`src/rtl/tdc_sweep_ctrl.sv`:
```
// tdc_sweep_ctrl
// ----------------------------------------------------------------------------
// Measurement sequencer for the on-chip TDC. Each run issues a programmable
// number of launch/capture strobe pairs with a coarse launch-to-capture gap.
// After each capture it waits for the TDC synchronizer to settle, reads the
// Hamming-weight result and folds it into min/max/saturating-sum statistics.
//
// Ports:
//   clk, rst_n                 clock, asynchronous active-low reset
//   start, abort               run control (start only sampled in IDLE)
//   cfg_delay, cfg_samples     WAIT cycles per sample, samples per run
//   cfg_src, cfg_bypass        pulse-gen static controls used during a run
//   hw                         TDC Hamming-weight result
//   clk_launch, clk_capture    TDC strobes
//   pg_src, pg_bypass          pulse-gen static controls (0 while idle)
//   pg_in, pg_tog              pulse-gen input (launch timing) and toggle
//   busy, done                 run in progress, one-cycle completion pulse
//   hw_min, hw_max, hw_sum     per-run statistics
//   sample_cnt                 samples accumulated so far
//
// Every output is a register. A state's actions are written on the clock
// edge that ends that state, so an output belonging to state X becomes
// visible in the cycle after X.
// ----------------------------------------------------------------------------
module tdc_sweep_ctrl #(
  parameter int N_O    = 6,
  parameter int CNT_W  = 8,
  parameter int ACC_W  = 16,
  parameter int N_SYNC = 1
) (
  input  logic             clk,
  input  logic             rst_n,
  input  logic             start,
  input  logic             abort,
  input  logic [CNT_W-1:0] cfg_delay,
  input  logic [CNT_W-1:0] cfg_samples,
  input  logic             cfg_src,
  input  logic             cfg_bypass,
  input  logic [N_O:0]     hw,
  output logic             clk_launch,
  output logic             clk_capture,
  output logic             pg_src,
  output logic             pg_bypass,
  output logic             pg_in,
  output logic             pg_tog,
  output logic             busy,
  output logic             done,
  output logic [N_O:0]     hw_min,
  output logic [N_O:0]     hw_max,
  output logic [ACC_W-1:0] hw_sum,
  output logic [CNT_W-1:0] sample_cnt
);

  localparam logic [2:0] S_IDLE    = 3'd0;
  localparam logic [2:0] S_LAUNCH  = 3'd1;
  localparam logic [2:0] S_WAIT    = 3'd2;
  localparam logic [2:0] S_CAPTURE = 3'd3;
  localparam logic [2:0] S_SETTLE  = 3'd4;
  localparam logic [2:0] S_ACCUM   = 3'd5;
  localparam logic [2:0] S_DONE    = 3'd6;

  // SETTLE counts down from this value to zero inclusive: N_SYNC+2 cycles.
  localparam logic [CNT_W-1:0] SETTLE_LOAD = CNT_W'(N_SYNC + 1);

  logic [2:0]       state;
  logic [CNT_W-1:0] delay_q;
  logic [CNT_W-1:0] samples_q;
  logic             src_q;
  logic             bypass_q;
  logic [CNT_W-1:0] cnt;

  logic [ACC_W:0]   sum_wide;
  logic [ACC_W-1:0] sum_sat;
  logic [CNT_W-1:0] cnt_inc;

  // One extra bit catches the carry so the sum clamps instead of wrapping.
  always_comb begin
    sum_wide = {1'b0, hw_sum} + {{(ACC_W - N_O){1'b0}}, hw};
    sum_sat  = sum_wide[ACC_W] ? {ACC_W{1'b1}} : sum_wide[ACC_W-1:0];
    cnt_inc  = sample_cnt + CNT_W'(1);
  end

  always_ff @(posedge clk or negedge rst_n) begin
    if (!rst_n) begin
      state       <= S_IDLE;
      delay_q     <= '0;
      samples_q   <= '0;
      src_q       <= 1'b0;
      bypass_q    <= 1'b0;
      cnt         <= '0;
      clk_launch  <= 1'b0;
      clk_capture <= 1'b0;
      pg_src      <= 1'b0;
      pg_bypass   <= 1'b0;
      pg_in       <= 1'b0;
      pg_tog      <= 1'b0;
      busy        <= 1'b0;
      done        <= 1'b0;
      hw_min      <= '1;
      hw_max      <= '0;
      hw_sum      <= '0;
      sample_cnt  <= '0;
    end else if (abort && (state != S_IDLE)) begin
      // Abort wins over every transition; statistics are left as they are.
      state       <= S_IDLE;
      clk_launch  <= 1'b0;
      clk_capture <= 1'b0;
      pg_in       <= 1'b0;
      pg_src      <= 1'b0;
      pg_bypass   <= 1'b0;
      busy        <= 1'b0;
      done        <= 1'b0;
    end else begin
      done <= 1'b0;
      case (state)
        S_IDLE: begin
          // abort is tested here too so start+abort together is ignored.
          if (start && !abort) begin
            delay_q    <= cfg_delay;
            samples_q  <= cfg_samples;
            src_q      <= cfg_src;
            bypass_q   <= cfg_bypass;
            pg_src     <= cfg_src;
            pg_bypass  <= cfg_bypass;
            busy       <= 1'b1;
            hw_min     <= '1;
            hw_max     <= '0;
            hw_sum     <= '0;
            sample_cnt <= '0;
            state      <= (cfg_samples == '0) ? S_DONE : S_LAUNCH;
          end
        end

        S_LAUNCH: begin
          clk_launch  <= 1'b1;
          pg_in       <= 1'b1;
          pg_tog      <= ~pg_tog;
          clk_capture <= 1'b0;
          cnt         <= delay_q;
          state       <= (delay_q != '0) ? S_WAIT : S_CAPTURE;
        end

        S_WAIT: begin
          clk_launch  <= 1'b0;
          pg_in       <= 1'b0;
          clk_capture <= 1'b0;
          cnt         <= cnt - CNT_W'(1);
          // cnt entered WAIT at delay_q (>0); the last WAIT cycle sees 1.
          if (cnt <= CNT_W'(1)) begin
            state <= S_CAPTURE;
          end
        end

        S_CAPTURE: begin
          clk_launch  <= 1'b0;
          pg_in       <= 1'b0;
          clk_capture <= 1'b1;
          cnt         <= SETTLE_LOAD;
          state       <= S_SETTLE;
        end

        S_SETTLE: begin
          clk_launch  <= 1'b0;
          pg_in       <= 1'b0;
          clk_capture <= 1'b0;
          if (cnt == '0) begin
            state <= S_ACCUM;
          end else begin
            cnt <= cnt - CNT_W'(1);
          end
        end

        S_ACCUM: begin
          if (hw < hw_min) begin
            hw_min <= hw;
          end
          if (hw > hw_max) begin
            hw_max <= hw;
          end
          hw_sum     <= sum_sat;
          sample_cnt <= cnt_inc;
          state      <= (cnt_inc == samples_q) ? S_DONE : S_LAUNCH;
        end

        S_DONE: begin
          done      <= 1'b1;
          busy      <= 1'b0;
          pg_src    <= 1'b0;
          pg_bypass <= 1'b0;
          state     <= S_IDLE;
        end

        default: begin
          state       <= S_IDLE;
          busy        <= 1'b0;
          clk_launch  <= 1'b0;
          clk_capture <= 1'b0;
          pg_in       <= 1'b0;
          pg_src      <= src_q & 1'b0;
          pg_bypass   <= bypass_q & 1'b0;
        end
      endcase
    end
  end

endmodule

```
`config.mk`:
```
export PLATFORM = sky130hd
export DESIGN_NAME = tdc_sweep_ctrl
export DESIGN_NICKNAME = d
export VERILOG_FILES = /design/src/rtl/tdc_sweep_ctrl.sv
export SDC_FILE = /design/constraint.sdc
export NUM_CORES = 1
export LEC_CHECK = 0
export CAP_MARGIN = 20
export CORE_MARGIN = 1.5
export CORE_UTILIZATION = 44
export CTS_CLUSTER_SIZE = 12
export DETAILED_ROUTE_END_ITERATION = 8
export PLACE_DENSITY = 0.68
export SLEW_MARGIN = 10
export SYNTH_ARGS = -nofsm -noshare
export SYNTH_HDL_FRONTEND = slang
export SYNTH_SLANG_ARGS = --single-unit
```
`constraint.sdc`:
```
create_clock -name clk -period 6.4 [get_ports clk]
set_input_delay 1.28 -clock clk [delete_from_list [all_inputs] [get_ports clk]]
set_output_delay 1.28 -clock clk [all_outputs]
set_load 0.01 [all_outputs]
```
==> results by group <==
Worst setup path
  • R2R cell count: 3
  • Critical path class: in -> reg
  • Reg2reg end: hw_max[5]$_DFFE_PN0P_
  • Crit. End Element: flop
  • WP data required: about 6.6 ns
  • Worst reg2reg setup slack: about 3.0 ns
  • CP max FO: 19
  • CP Launch Type: input port
  • Crit path DAT: between 4 and 5 ns
  • RR Startpoint: state[2]$_DFFE_PN0P_

Detailed routing
  • Via count: 3861
  • 1st-pass router iterations: 5
  • Vias per inst: between 5 and 6
  • # DRC: 0
  • Number of routed nets with antenna violations: 0
  • Routed len/inst: about 16 um
  • WL final: between 10000 and 15000 um
  • Initial DRC Count: around 230

Synthesis
  • Flops & latches, synth: 72
  • Async SR Flop Fraction: 1.00
  • XOR/XNOR Fraction of Synth Area: 0.0305
  • Synth Area in Simple Gates: 0.215
  • Post-synth EDFFs: 0
  • Sequential fraction of the synthesis area: 0.421
  • Syn avg cell area: approximately 8.7 um^2
  • Largest family of logic cells by synthesized area: simple AND/OR/NAND/NOR gates
  • Area contributors post-synth: dfrtp_1 38%, ha_1 6.7%, nand2_1 6.3%
  • Ys Warns: 0
  • Synth Area in Adders: 0.0716
  • Post-synthesis compound-gate area fraction: 0.178
  • Synth cell types: between 50 and 60
  • Mapped Cells: between 400 and 500
  • Net Count, Synth: 548
  • Post-synthesis instance area: 4300 um^2
  • Multiplexer share of the synthesized area: 0.0390
  • Yosys top cell area share: 0.378
  • Synth area leader: dfrtp_1
  • Synth Flop Type: dfrtp_1

Clock tree
  • Clk slew on worst S/H paths: about 0.08 ns
  • Number of setup buffers added after CTS: 0
  • Worst skew pair latency: around 0.35 ns
  • Root Buffer: clkbuf_8
  • Post-CTS Resized: 0
  • Sink Count: 72
  • TritonCTS clock tree: done
  • Longest Clk Path Bufs: 2
  • Cts bufs inserted: 9
  • H-tree levels: 3
  • # hold bufs at CTS: 0

Timing
  • Clock skew: between 0.009 and 0.01 ns
  • Max Slew Vio Count: 0
  • Least-Margin Pin Slew: a little under 1 ns
  • Final Hold Vio Count: 0
  • Tmin final: approximately 4.0 ns
  • Final TNS setup: 0 ns
  • RSZ-0062 raised after global routing: no
  • Final Setup Violations: 0
  • Worst hold margin: between 0.5 and 0.6 ns
  • Fmax: approximately 250 MHz
  • Final worst-path cycle share: 0.624
  • Rel. slew slack: 0.345

Global route
  • First-pass GRT wire length: 18100 um
  • Vias in the first global route: approximately 3600
  • Largest net degree at the start of global routing: 73
  • Global Route Usage Sum: 0.223
  • GR Util met2: 0.342
  • Busiest grt layer: met2
  • Initial antenna violation count: 0
  • Met1 usage: 0.320
  • Total congestion overflow: 0
  • Routing usage on met3: 0.0547

Pwr
  • Worst vdd ir: 110 uV
  • Static Leak: roughly 2.3 nW
  • Pwr/cell area: about 280 nW/um^2

Final layout
  • ANT cells: 0
  • # fillers: between 800 and 900
  • Most common cell after layout, fill and taps aside: clkdlybuf4s50_1
  • Layout net count: 616
  • Register area: 1810 um^2
  • Share of cells above drive strength 1: 0.0687
  • Most frequent cells in the layout: 73 x clkdlybuf4s50_1, 72 x nand2_1, 65 x dfrtp_1, 43 x nor2_1, 42 x o21ai_0
  • Area occupied by multi-input gates: between 2000 and 2500 um^2
  • Post-route cell area: between 5000 and 6000 um^2
  • Area Growth Syn to Fin: 23.4%

Worst hold path
  • Hold WC Path Type: reg -> reg
  • Hold Crit Endpoint: pg_tog$_DFFE_PN0P_
  • Hold path cells: 1
  • Start point of the worst hold path: pg_tog$_DFFE_PN0P_

Outcome
  • Outcome: completed

Place
  • RD Place Congestion: 0.857
  • Area post-placement: roughly 5100 um^2
  • Port Buf Inserts: 74
  • HPWL after DPL: around 7700 um

Floorplanning
  • Core Box Area: between 9000 and 10000 um^2
  • Ports: 75
  • Die area: a little over 10000 um^2
  • Initial core utilization: 0.459
  • Cell Rows: 35
  • Die W: approximately 100 um
  • Die height: about 100 um

Job
  • Max-Cap Viols: 0
per-layer routing:
| layer | routed length, um | up-vias |
|---|---|---|
| li1 | - | 1898 |
| met1 | 5270 | 1824 |
| met2 | 4910 | 125 |
| met3 | 687 | 14 |
| met4 | 131 | 0 |
| met5 | 0 | - |
flip-flops by register name (all words and copies together), names as in the netlist:
name         count
cnt              8
hw_min           7
delay_q          8
pg_bypass        1
busy             1
state            3
pg_src           1
hw_sum          16
samples_q        8
clk_capture      1
sample_cnt       8
pg_tog           1
hw_max           7
done             1
pg_in            1
worst max-delay path by stage:
stage / slack [ns] / cells after the start / startpoint / end
finish: 2.41 / 5 / abort / hw_max[5]$_DFFE_PN0P_
global route: 2.29 / 5 / abort / hw_max[3]$_DFFE_PN0P_
CTS: 2.50 / 5 / abort / hw_max[3]$_DFFE_PN0P_
detailed placement: 2.13 / 5 / abort / hw_max[4]$_DFFE_PN0P_
global placement: 2.25 / 5 / abort / hw_max[4]$_DFFE_PN0P_
floorplan: 3.38 / 7 / hw[4] / hw_min[0]$_DFFE_PN1P_
metrics by stage:
step | utilization | total power [mW] | setup WS [ns] | cells
final | 0.567 | 1.51 | 2.41 | 697
after global routing | 0.567 | 1.62 | 2.29 | 697
after CTS | 0.567 | 1.52 | 2.50 | 697
after detailed placement | 0.549 | 1.19 | 2.13 | 681
after global placement | 0.549 | 1.17 | 2.25 | 681
after floorplan | - | 1.00 | 3.38 | 495
cell type report:
cell class,count,share of cell area
multi-input combinational,374,0.434
sequential,72,0.341
timing repair buffer,78,0.144
tap,129,0.0304
clock buffer,12,0.0273
inverter,28,0.0198
clock inverter,4,0.00377
critical path, stage by stage:
cell,delay (ns)
clkdlybuf4s50_1,0.49
inv_1,0.18
nand4_1,0.78
nor4_2,1.08
mux2_2,0.42
power by group:
| group | total, mW | internal (mW) | switching, mW |
|---|---|---|---|
| combinational | 0.512 | 0.231 | 0.281 |
| sequential | 0.674 | 0.554 | 0.119 |
| clock | 0.321 | 0.149 | 0.172 |
kinds of logic (layout without fill, tap and decap cells):
| logic type | Yosys count | in the layout |
|---|---|---|
| adder cells (fa/ha/maj) | 24 | 24 |
| multiplexers | 16 | 16 |
| flip-flops | 72 | 72 |
| AND/OR/NAND/NOR | 197 | 197 |
| XOR/XNOR | 15 | 15 |
| buffers and inverters | 49 | 122 |
| AO/OA/AOI/OAI | 122 | 122 |
cells in the mapped netlist (all sizes together) (2+ instances only):
cell	number
nand2	72
dfrtp	65
nor2	43
o21ai	42
inv	28
a21oi	26
ha	23
nor3	22
nand3	16
clkbuf	14
a31oi	10
mux2i	10
xnor2	9
and3	8
a211oi	7
buf	7
dfstp	7
mux2	6
nor2b	6
xor2	6
nand2b	5
or4	5
a21o	4
nand4	4
o31ai	4
nor3b	3
nor4	3
o211ai	3
o22ai	3
or3	3
a221oi	2
a22o	2
a22oi	2
a32oi	2
and2	2
and4	2
o2111ai	2
o211a	2
o21a	2
Note: power is estimated with default switching activity, not from simulation.
